--- src/rtl/pipe_hazard_scoreboard_if.sv ---
// Issue/hazard bus between decode and the hazard scoreboard.
// The master modport is decode's side and the slave modport is the scoreboard's side.
interface pipe_hazard_scoreboard_if #(
   parameter int REG_ADDR_W = 5,
   parameter int CNT_W      = 16
);
   logic                  issue_valid;
   logic [REG_ADDR_W-1:0] issue_rs;
   logic [REG_ADDR_W-1:0] issue_rt;
   logic                  issue_use_rs;
   logic                  issue_use_rt;
   logic [REG_ADDR_W-1:0] issue_rd;
   logic                  issue_wr;
   logic                  issue_load;
   logic                  flush;
   logic                  stall_o;
   logic [2:0]            fwd_rs_sel;
   logic [2:0]            fwd_rt_sel;
   logic [2:0]            inflight_o;
   logic [CNT_W-1:0]      stall_cnt_o;

   modport master (
      output issue_valid, issue_rs, issue_rt, issue_use_rs, issue_use_rt,
             issue_rd, issue_wr, issue_load, flush,
      input  stall_o, fwd_rs_sel, fwd_rt_sel, inflight_o, stall_cnt_o
   );

   modport slave (
      input  issue_valid, issue_rs, issue_rt, issue_use_rs, issue_use_rt,
             issue_rd, issue_wr, issue_load, flush,
      output stall_o, fwd_rs_sel, fwd_rt_sel, inflight_o, stall_cnt_o
   );
endinterface

--- src/rtl/pipe_hazard_scoreboard.sv ---
// Hazard/forwarding scoreboard. It tracks destination tags for DEPTH post-decode stages.
// It produces the load-use stall, the forward selects and the flush kill for the decode instruction.
module pipe_hazard_scoreboard #(
   parameter int REG_ADDR_W  = 5,
   parameter int DEPTH       = 3,
   parameter int LOAD_AVAIL  = 2,
   parameter int FLUSH_DEPTH = 1,
   parameter int CNT_W       = 16
) (
   input logic                   clk,
   input logic                   rst,
   pipe_hazard_scoreboard_if.slave hz
);
   // Stage k of the pipeline lives at index k, so index 1 is execute.
   logic [DEPTH:1]                 vld_pipe_q, vld_pipe_d;
   logic [DEPTH:1]                 wr_q, wr_d;
   logic [DEPTH:1]                 ld_q, ld_d;
   logic [DEPTH:1][REG_ADDR_W-1:0] rd_q, rd_d;
   logic [CNT_W-1:0]               stall_cnt_q, stall_cnt_d;

   logic [DEPTH:1] ready;
   logic [DEPTH:1] rs_hit, rt_hit;
   logic [2:0]     rs_sel, rt_sel, inflight;
   logic           rs_blk, rt_blk, stall, fire;

   always_comb begin
      ready  = '0;
      rs_hit = '0;
      rt_hit = '0;
      for (int k = 1; k <= DEPTH; k++) begin
         ready[k]  = vld_pipe_q[k] && wr_q[k] && (!ld_q[k] || k >= LOAD_AVAIL);
         rs_hit[k] = hz.issue_use_rs && (hz.issue_rs != '0) && vld_pipe_q[k] &&
                     wr_q[k] && (rd_q[k] == hz.issue_rs);
         rt_hit[k] = hz.issue_use_rt && (hz.issue_rt != '0) && vld_pipe_q[k] &&
                     wr_q[k] && (rd_q[k] == hz.issue_rt);
      end
   end

   // Walk the stages from oldest to youngest, so the youngest producer ends up selected.
   always_comb begin
      rs_sel = '0;
      rt_sel = '0;
      rs_blk = 1'b0;
      rt_blk = 1'b0;
      for (int k = DEPTH; k >= 1; k--) begin
         if (rs_hit[k]) begin
            rs_sel = ready[k] ? 3'(k) : 3'd0;
            rs_blk = !ready[k];
         end
         if (rt_hit[k]) begin
            rt_sel = ready[k] ? 3'(k) : 3'd0;
            rt_blk = !ready[k];
         end
      end
   end

   always_comb begin
      inflight = '0;
      for (int k = 1; k <= DEPTH; k++) begin
         if (vld_pipe_q[k] && wr_q[k]) inflight = inflight + 3'd1;
      end
   end

   assign stall = hz.issue_valid && (rs_blk || rt_blk) && !hz.flush;
   assign fire  = hz.issue_valid && !stall && !hz.flush;

   always_comb begin
      vld_pipe_d = '0;
      wr_d       = '0;
      ld_d       = '0;
      rd_d       = '0;
      vld_pipe_d[1] = fire;
      wr_d[1]       = hz.issue_wr;
      ld_d[1]       = hz.issue_load;
      rd_d[1]       = hz.issue_rd;
      for (int k = 2; k <= DEPTH; k++) begin
         vld_pipe_d[k] = vld_pipe_q[k-1];
         wr_d[k]       = wr_q[k-1];
         ld_d[k]       = ld_q[k-1];
         rd_d[k]       = rd_q[k-1];
      end
      // Kill the younger wrong-path stages after the shift.
      if (hz.flush) begin
         for (int k = 1; k <= FLUSH_DEPTH; k++) vld_pipe_d[k] = 1'b0;
      end
      stall_cnt_d = stall_cnt_q;
      if (stall && (stall_cnt_q != '1)) stall_cnt_d = stall_cnt_q + 1'b1;
   end

   always_ff @(posedge clk) begin
      if (rst) begin
         vld_pipe_q  <= '0;
         wr_q        <= '0;
         ld_q        <= '0;
         rd_q        <= '0;
         stall_cnt_q <= '0;
      end else begin
         vld_pipe_q  <= vld_pipe_d;
         wr_q        <= wr_d;
         ld_q        <= ld_d;
         rd_q        <= rd_d;
         stall_cnt_q <= stall_cnt_d;
      end
   end

   assign hz.stall_o     = stall;
   assign hz.fwd_rs_sel  = hz.issue_valid ? rs_sel : 3'd0;
   assign hz.fwd_rt_sel  = hz.issue_valid ? rt_sel : 3'd0;
   assign hz.inflight_o  = inflight;
   assign hz.stall_cnt_o = stall_cnt_q;
endmodule
--- src/flat_wrapper.sv ---
// flat-port wrapper written by rule: the top's interface ports become plain ports
module pipe_hazard_scoreboard_flat 
#(
   parameter int REG_ADDR_W  = 5,
   parameter int DEPTH       = 3,
   parameter int LOAD_AVAIL  = 2,
   parameter int FLUSH_DEPTH = 1,
   parameter int CNT_W       = 16
)
  (clk, rst, hz_issue_valid, hz_issue_rs, hz_issue_rt, hz_issue_use_rs, hz_issue_use_rt, hz_issue_rd, hz_issue_wr, hz_issue_load, hz_flush, hz_stall_o, hz_fwd_rs_sel, hz_fwd_rt_sel, hz_inflight_o, hz_stall_cnt_o);
  pipe_hazard_scoreboard_if #(.REG_ADDR_W(REG_ADDR_W), .CNT_W(CNT_W)) hz_i ();
  input logic clk;
  input logic rst;
  input wire logic [$bits(hz_i.issue_valid)-1:0] hz_issue_valid;
  input wire logic [$bits(hz_i.issue_rs)-1:0] hz_issue_rs;
  input wire logic [$bits(hz_i.issue_rt)-1:0] hz_issue_rt;
  input wire logic [$bits(hz_i.issue_use_rs)-1:0] hz_issue_use_rs;
  input wire logic [$bits(hz_i.issue_use_rt)-1:0] hz_issue_use_rt;
  input wire logic [$bits(hz_i.issue_rd)-1:0] hz_issue_rd;
  input wire logic [$bits(hz_i.issue_wr)-1:0] hz_issue_wr;
  input wire logic [$bits(hz_i.issue_load)-1:0] hz_issue_load;
  input wire logic [$bits(hz_i.flush)-1:0] hz_flush;
  output wire logic [$bits(hz_i.stall_o)-1:0] hz_stall_o;
  output wire logic [$bits(hz_i.fwd_rs_sel)-1:0] hz_fwd_rs_sel;
  output wire logic [$bits(hz_i.fwd_rt_sel)-1:0] hz_fwd_rt_sel;
  output wire logic [$bits(hz_i.inflight_o)-1:0] hz_inflight_o;
  output wire logic [$bits(hz_i.stall_cnt_o)-1:0] hz_stall_cnt_o;
  assign hz_i.issue_valid = hz_issue_valid;
  assign hz_i.issue_rs = hz_issue_rs;
  assign hz_i.issue_rt = hz_issue_rt;
  assign hz_i.issue_use_rs = hz_issue_use_rs;
  assign hz_i.issue_use_rt = hz_issue_use_rt;
  assign hz_i.issue_rd = hz_issue_rd;
  assign hz_i.issue_wr = hz_issue_wr;
  assign hz_i.issue_load = hz_issue_load;
  assign hz_i.flush = hz_flush;
  assign hz_stall_o = hz_i.stall_o;
  assign hz_fwd_rs_sel = hz_i.fwd_rs_sel;
  assign hz_fwd_rt_sel = hz_i.fwd_rt_sel;
  assign hz_inflight_o = hz_i.inflight_o;
  assign hz_stall_cnt_o = hz_i.stall_cnt_o;
  pipe_hazard_scoreboard #(.REG_ADDR_W(REG_ADDR_W), .DEPTH(DEPTH), .LOAD_AVAIL(LOAD_AVAIL), .FLUSH_DEPTH(FLUSH_DEPTH), .CNT_W(CNT_W)) u_core (.clk(clk), .rst(rst), .hz(hz_i));
endmodule
--- config.mk ---
export PLATFORM = sky130hd
export DESIGN_NAME = pipe_hazard_scoreboard_flat
export DESIGN_NICKNAME = d
export VERILOG_FILES = /design/src/rtl/pipe_hazard_scoreboard_if.sv /design/src/rtl/pipe_hazard_scoreboard.sv /design/src/flat_wrapper.sv
export SDC_FILE = /design/constraint.sdc
export NUM_CORES = 1
export LEC_CHECK = 0
export CAP_MARGIN = 30
export CELL_PAD_IN_SITES_DETAIL_PLACEMENT = 1
export CELL_PAD_IN_SITES_GLOBAL_PLACEMENT = 2
export CORE_UTILIZATION = 31
export CTS_CLUSTER_SIZE = 28
export DETAILED_ROUTE_END_ITERATION = 12
export PLACE_DENSITY = 0.91
export SYNTH_ARGS = -nofsm -noshare
export SYNTH_HDL_FRONTEND = slang
export SYNTH_SLANG_ARGS = --single-unit
--- constraint.sdc ---
create_clock -name clk -period 2.8 [get_ports clk]
set_input_delay 0.42 -clock clk [delete_from_list [all_inputs] [get_ports clk]]
set_output_delay 0.42 -clock clk [all_outputs]
set_load 0.01 [all_outputs]
==> results.md, run 1 <==
* Kind of launch point of the worst setup path: input port
* Worst-case clock skew at 0.00771 ns
* Via/cell ratio at 4.92
* Detail Placement HPWL at 4050 µm
* Total number of nets in the final design at 305
* Growth of design area from synthesis to finish at 42.3%
* Kind of cell with the highest combined delay on the critical path: buffers and inverters
* EDFF count, synth at 0
* Clock latency at the later pin of the worst-skew pair at 0.29 ns
* Hold-fix buffers, CTS at 0
* Initial Util at 32.4%
* Fraction of final layout cells sized beyond drive strength 1 at 16.1%
* Number of inserted filler cells in the final layout at 702
* DRC violation count after routing at 0
* Leakage Power at 1.03 nW
* Arrival time reported for the critical path endpoint at 2.32 ns
* Sinks on the clock net at 38
* Number of top-level pins at 49
* Cell repeated most along the worst path: buf_4
* Post-Syn Area per Cell at 9.20 µm²
* Number of antenna violations at the first check in global routing at 0
* Synthesized flop and latch total at 38
* TritonCTS clock tree: yes
* Setup crit end kind: output pin
* Number of global-route vias before repair at 1747
* Count of port buffers added during placement at 46
* Maximum VDD drop at 0.214 mV
* Number of pins exceeding their max-slew limit in the final report at 0
* N_diodes at 0
* Util after Layout at 46.1%
* Combined buffer and inverter count along the critical path at 4
* Die ar. at 6580 µm²
* Cell area after synthesis at 1940 µm²
* Vertical extent of the die at 81.1 µm
* Cell types occupying the most area after synthesis: dfxtp_1, xnor2_1, nor2b_1, xor2_1, nand4_1
* Number of DRC violations after detailed-routing iteration 0 at 39
* Worst-path clk slew at 0.07 ns
* Flip-flop cell with the highest count after synthesis: dfxtp_1
* Async S/R FF share, synth at 0%
* Total overflow reported by the global router at 0
* Setup CP Type: input port to output pin
* Crit path max-delay cell type: or4_4
* Placed instance count at 345
* Num CTS Buffers at 5
* Delay of the slowest cell on the worst path at 0.44 ns
* Number of standard cells in the layout, taps in and fillers out at 355
* Total wire length after detailed routing at 5270 µm
* F_max at 364 MHz
* Top cells by count, synth: dfxtp_1, xnor2_1, nor2b_1, nand2_1, nor2_1
* Number of failing hold endpoints at the final stage at 0
* First element of the critical path: hz_issue_rs[0]
* Post-detailed-route count of antenna-violating nets at 0
* Status: complete, no violations
* Post-synthesis cell count at 211
* Post-detailed-route wirelength per cell at 14.9 µm
* Count of final setup violators at 0
* Count of max-cap constraint violations at 0
* Wire length of the first global-routing pass at 8310 µm
* Setup TNS at 0 ns
* Row count at 28
* Count of cell types in the netlist at 39
* Power per standard cell area at 392 nW/µm²
* Hold crit path type: flop to flop
* Core region area at 5990 µm²
* Minimum period implied by the final worst setup slack at 2.74 ns
* Sequential cell area fraction in the yosys report at 39.2%
* Count of H-tree levels built during CTS at 2
* Clock root buffer master: clkbuf_8
* Most area-hungry cell type in the Yosys netlist: dfxtp_1
* Detailed-router iteration count before antenna repair at 4
* Largest net degree at the start of global routing at 26
* Vias after detailed routing at 1746
* Maximum count of clock buffers along a single path at 2
* Top-area cell type share of the netlist area at 39.2%
* Most frequent cell after synthesis: dfxtp_1
* Gr usage total at 17.0%
* RD Place Congestion at 0.847
* Ordered cell list for the critical path: clkdlybuf4s50_1, or4_4, o21ai_4, nor4_4, buf_4, buf_4, o21ba_4, clkdlybuf4s15_2
* Horizontal die dimension at 81.1 µm
* Synthesis Warnings at 0
* Part of the cycle the worst path needs at 98.0%
* Crit Reg-Reg Startpoint: u_core.hz.stall_cnt_o[0]$_SDFFE_PP0P_
* Hold_sp: u_core.wr_q[2]$_SDFF_PP0_
* Req. time, crit path at 2.38 ns
* Peak fanout along the critical path at 5
-- state kept, by name, summed over array words and instances (netlist names) --
| register | count |
|---|---|
| u_core.ld_q | 1 |
| u_core.wr_q | 3 |
| u_core.rd_d | 10 |
| u_core.hz.stall_cnt_o | 16 |
| u_core.vld_pipe_q | 3 |
| u_core.rd_q | 5 |
-- cells in the final DEF (no fill, tap or decap), types with 2 or more instances in the layout --
| cell type | instances |
|---|---|
| or4_4 | 2 |
| nand4_1 | 8 |
| and3_1 | 3 |
| ha_1 | 3 |
| nor4_2 | 3 |
| buf_4 | 21 |
| nand3_1 | 5 |
| inv_1 | 6 |
| nor2_1 | 10 |
| o21ai_4 | 2 |
| nor3_1 | 2 |
| or3_1 | 5 |
| nor4_1 | 2 |
| clkbuf_8 | 6 |
| clkdlybuf4s50_1 | 35 |
| a21oi_1 | 8 |
| dlygate4sd2_1 | 4 |
| xor2_1 | 8 |
| nor2b_1 | 23 |
| nand2b_1 | 2 |
| conb_1 | 2 |
| dfxtp_1 | 38 |
| o21ai_0 | 9 |
| a31oi_1 | 3 |
| or4_1 | 4 |
| xnor2_1 | 26 |
| nand2_1 | 12 |
| clkdlybuf4s15_2 | 2 |
| dlymetal6s2s_1 | 4 |
| o31ai_1 | 3 |
| nor4_4 | 2 |
-- power by group --
part	total, W	leakage (nW)	internal, W	switching [W]
Sequential	0.000564	0.310	0.000553	0.0000112
Combinational	0.000133	0.673	0.0000740	0.0000586
Clock	0.000386	0.0482	0.000199	0.000187
Total	0.00108	1.03	0.000825	0.000257
-- final cells by class --
cell class	count	area, µm²	share of cell area, %
inverter	6	22.5	0.816
sequential	38	761	27.5
clock buffer	7	86.3	3.13
multi-input combinational	161	1170	42.3
timing repair buffer	67	626	22.7
tap	75	93.8	3.40
clock inverter	1	5.00	0.181
-- repair_timing --
item	in CTS	in global routing
endpoints found under the setup margin	5	5
pin swaps	4	5
resized for setup	15	10
setup buffers	2	0
-- stage by stage --
stage	hold WS (ns)	power [W]	instance area (µm²)	setup slack (ns)
final	0.464	0.00108	2760	0.0558
after global routing	0.475	0.00113	2760	-0.00138
after CTS	0.469	0.00110	2730	-0.0466
after detailed placement	0.459	0.000705	2600	-0.321
after global placement	0.447	0.000701	2600	-0.268
after floorplan	0.438	0.000635	1940	0.697
-- cell families (layout without fill, tap and decap cells) --
kind of cell | after synthesis | after routing | share of synthesized area [%]
AO/OA/AOI/OAI | 32 | 32 | 11.1
XOR/XNOR | 34 | 34 | 15.3
buffers and inverters | 13 | 81 | 3.29
flip-flops | 38 | 38 | 39.2
multiplexers | 2 | 2 | 1.10
other | 1 | 2 | 0.193
AND/OR/NAND/NOR | 88 | 88 | 27.9
adder cells (fa/ha/maj) | 3 | 3 | 1.93
-- path summary, 6_finish.rpt --
path / endpoint / slack [ns] / cells past startpoint
hold / removal: u_core.wr_q[3]$_SDFF_PP0_ / 0.46 / 1
hold reg to reg: u_core.wr_q[3]$_SDFF_PP0_ / 0.46 / 1
setup reg to reg: u_core.hz.stall_cnt_o[11]$_SDFFE_PP0P_ / 0.59 / 6
setup / recovery: hz_stall_o / 0.06 / 8
-- layer usage --
metal,up-vias,track usage [%],wire [µm]
met5,-,0,0
met4,0,8.75,182
met3,14,3.93,275
met2,49,29.8,2480
met1,812,18.9,2340
li1,871,-,-
(Power assumes the default switching activity.)
==> run 2, diff against run 1 <==
--- a/config.mk
+++ b/config.mk
@@ -12,6 +12,7 @@
 export CTS_CLUSTER_SIZE = 28
 export DETAILED_ROUTE_END_ITERATION = 12
 export PLACE_DENSITY = 0.91
+export SLEW_MARGIN = 20
 export SYNTH_ARGS = -nofsm -noshare
 export SYNTH_HDL_FRONTEND = slang
 export SYNTH_SLANG_ARGS = --single-unit
==> results of run 2 <==
The final DEF is identical to that of run 1; final timing and power are the same.
==> run 3, diff against run 2 <==
--- a/config.mk
+++ b/config.mk
@@ -8,9 +8,11 @@
 export CAP_MARGIN = 30
 export CELL_PAD_IN_SITES_DETAIL_PLACEMENT = 1
 export CELL_PAD_IN_SITES_GLOBAL_PLACEMENT = 2
+export CORE_ASPECT_RATIO = 0.7
 export CORE_UTILIZATION = 31
 export CTS_CLUSTER_SIZE = 28
 export DETAILED_ROUTE_END_ITERATION = 12
+export GPL_TIMING_DRIVEN = 1
 export PLACE_DENSITY = 0.91
 export SLEW_MARGIN = 20
 export SYNTH_ARGS = -nofsm -noshare
==> results.md, run 3 (synthesized netlist as in run 1, its figures left out) <==
* Total wire length after detailed routing at 5640 µm
* Setup CP Type: input port to output pin
* DRC violation count after routing at 0
* Total overflow reported by the global router at 0
* Setup repair after global routing missed its margin: no
* F_max at 367 MHz
* Via/cell ratio at 5.03
* Post-detailed-route count of antenna-violating nets at 0
* Arrival time reported for the critical path endpoint at 2.30 ns
* Number of top-level pins at 49
* Post-detailed-route wirelength per cell at 15.8 µm
* Worst-case clock skew at 0.00322 ns
* Count of max-cap constraint violations at 0
* Clock root buffer master: clkbuf_8
* Row count at 23
* Sinks on the clock net at 38
* Hold-fix buffers, CTS at 0
* Count of port buffers added during placement at 46
* Horizontal die dimension at 96.6 µm
* Detailed-router iteration count before antenna repair at 4
* TritonCTS clock tree: yes
* Fraction of final layout cells sized beyond drive strength 1 at 17.0%
* Growth of design area from synthesis to finish at 45.3%
* Maximum VDD drop at 0.188 mV
* Peak fanout along the critical path at 5
* Ordered cell list for the critical path: clkdlybuf4s50_1, or4_4, o21ai_4, nor4_4, buf_4, o21ba_1, dlygate4sd2_1
* Number of global-route vias before repair at 1837
* Number of failing hold endpoints at the final stage at 0
* Setup crit end kind: output pin
* Power per standard cell area at 452 nW/µm²
* Leakage Power at 1.07 nW
* Commonest cells after routing, fill and taps aside: dfxtp_1, clkdlybuf4s50_1, xnor2_1, nor2b_1, buf_4
* Cell area after placement at 2610 µm²
* Detail Placement HPWL at 4370 µm
* Combined buffer and inverter count along the critical path at 3
* Flip-flop count of the largest register, all copies and words added at 16
* Commonest non-fill, non-tap cell in the layout: dfxtp_1
* Kind of cell with the highest combined delay on the critical path: buffers and inverters
* Core region area at 5870 µm²
* Total number of nets in the final design at 307
* Vias after detailed routing at 1797
* Number of DRC violations after detailed-routing iteration 0 at 45
* Gr usage total at 19.2%
* N_diodes at 0
* Hold crit path type: flop to flop
* Vertical extent of the die at 68.2 µm
* Status: complete, no violations
* Clock latency at the later pin of the worst-skew pair at 0.28 ns
* Minimum period implied by the final worst setup slack at 2.72 ns
* Number of pins exceeding their max-slew limit in the final report at 0
* Req. time, crit path at 2.38 ns
* Kind of launch point of the worst setup path: input port
* Maximum count of clock buffers along a single path at 2
* Part of the cycle the worst path needs at 97.3%
* Initial Util at 33.1%
* Die ar. at 6590 µm²
* Crit path max-delay cell type: or4_4
* Count of H-tree levels built during CTS at 2
* Number of inserted filler cells in the final layout at 691
* Num CTS Buffers at 5
* Number of antenna violations at the first check in global routing at 0
* Wire length of the first global-routing pass at 9180 µm
* Largest net degree at the start of global routing at 23
* Delay of the slowest cell on the worst path at 0.50 ns
* Final standard cell area without fillers at 2820 µm²
* Worst-path clk slew at 0.08 ns
* Total power at 0.00127 W
* Count of final setup violators at 0
* RD Place Congestion at 0.871
* Tightest hold margin at 0.467 ns
## run 3: power by group
group	total [W]	switching (W)	internal (W)	leakage (nW)
registers	0.000565	0.0000125	0.000553	0.310
clock network	0.000571	0.000191	0.000380	0.0714
logic	0.000138	0.0000613	0.0000771	0.693
total	0.00127	0.000265	0.00101	1.07
## run 3: layout make-up
class	instances	area, µm²	area share, %
multi-input cells	161	1160	41.2
flip-flops and latches	38	761	27.0
clock buffers	6	82.6	2.93
well taps	75	93.8	3.33
clock inverters	2	60.1	2.13
repair buffers	69	638	22.6
inverters	6	22.5	0.799
## run 3: what timing repair did
| item | 4_1_cts | 5_1_grt |
|---|---|---|
| resized for setup | 23 | 4 |
| setup endpoints to repair | 5 | 5 |
| pin swaps | 5 | 4 |
| buffers inserted | 4 | 0 |
| cloned | 0 | 0 |
## run 3: metrics by stage
| step | worst slack [ns] | setup TNS, ns | util (%) | std cells |
|---|---|---|---|---|
| 6_report | 0.0762 | 0 | 48.0 | 357 |
| 5_1_grt | 0.0153 | 0 | 48.0 | 357 |
| 3_3_place_gp | -0.374 | -1.39 | 44.5 | 345 |
| 2_1_floorplan | 0.697 | 0 | - | 212 |
| 4_1_cts | -0.0391 | -0.0391 | 47.9 | 357 |
| 3_5_place_dp | -0.426 | -1.95 | 44.5 | 345 |
## run 3: path summary, 6_finish.rpt
kind | endpoint | cells past startpoint | from | slack, ns
hold reg to reg | u_core.wr_q[3]$_SDFF_PP0_ | 1 | u_core.wr_q[2]$_SDFF_PP0_ | 0.47
setup reg to reg | u_core.hz.stall_cnt_o[3]$_SDFFE_PP0P_ | 7 | u_core.hz.stall_cnt_o[0]$_SDFFE_PP0P_ | 0.59
hold / removal | u_core.wr_q[3]$_SDFF_PP0_ | 1 | u_core.wr_q[2]$_SDFF_PP0_ | 0.47
setup / recovery | hz_stall_o | 7 | hz_issue_rt[3] | 0.08
## run 3: layer usage
metal | share of wire [%] | global-route usage, % | up-vias | routed length, µm
met4 | 1.1 | 5.33 | 0 | 63
met1 | 49 | 24.7 | 890 | 2780
met3 | 3.0 | 5.44 | 4 | 172
li1 | - | - | 873 | -
met5 | 0 | 0 | - | 0
met2 | 47 | 31.6 | 30 | 2630
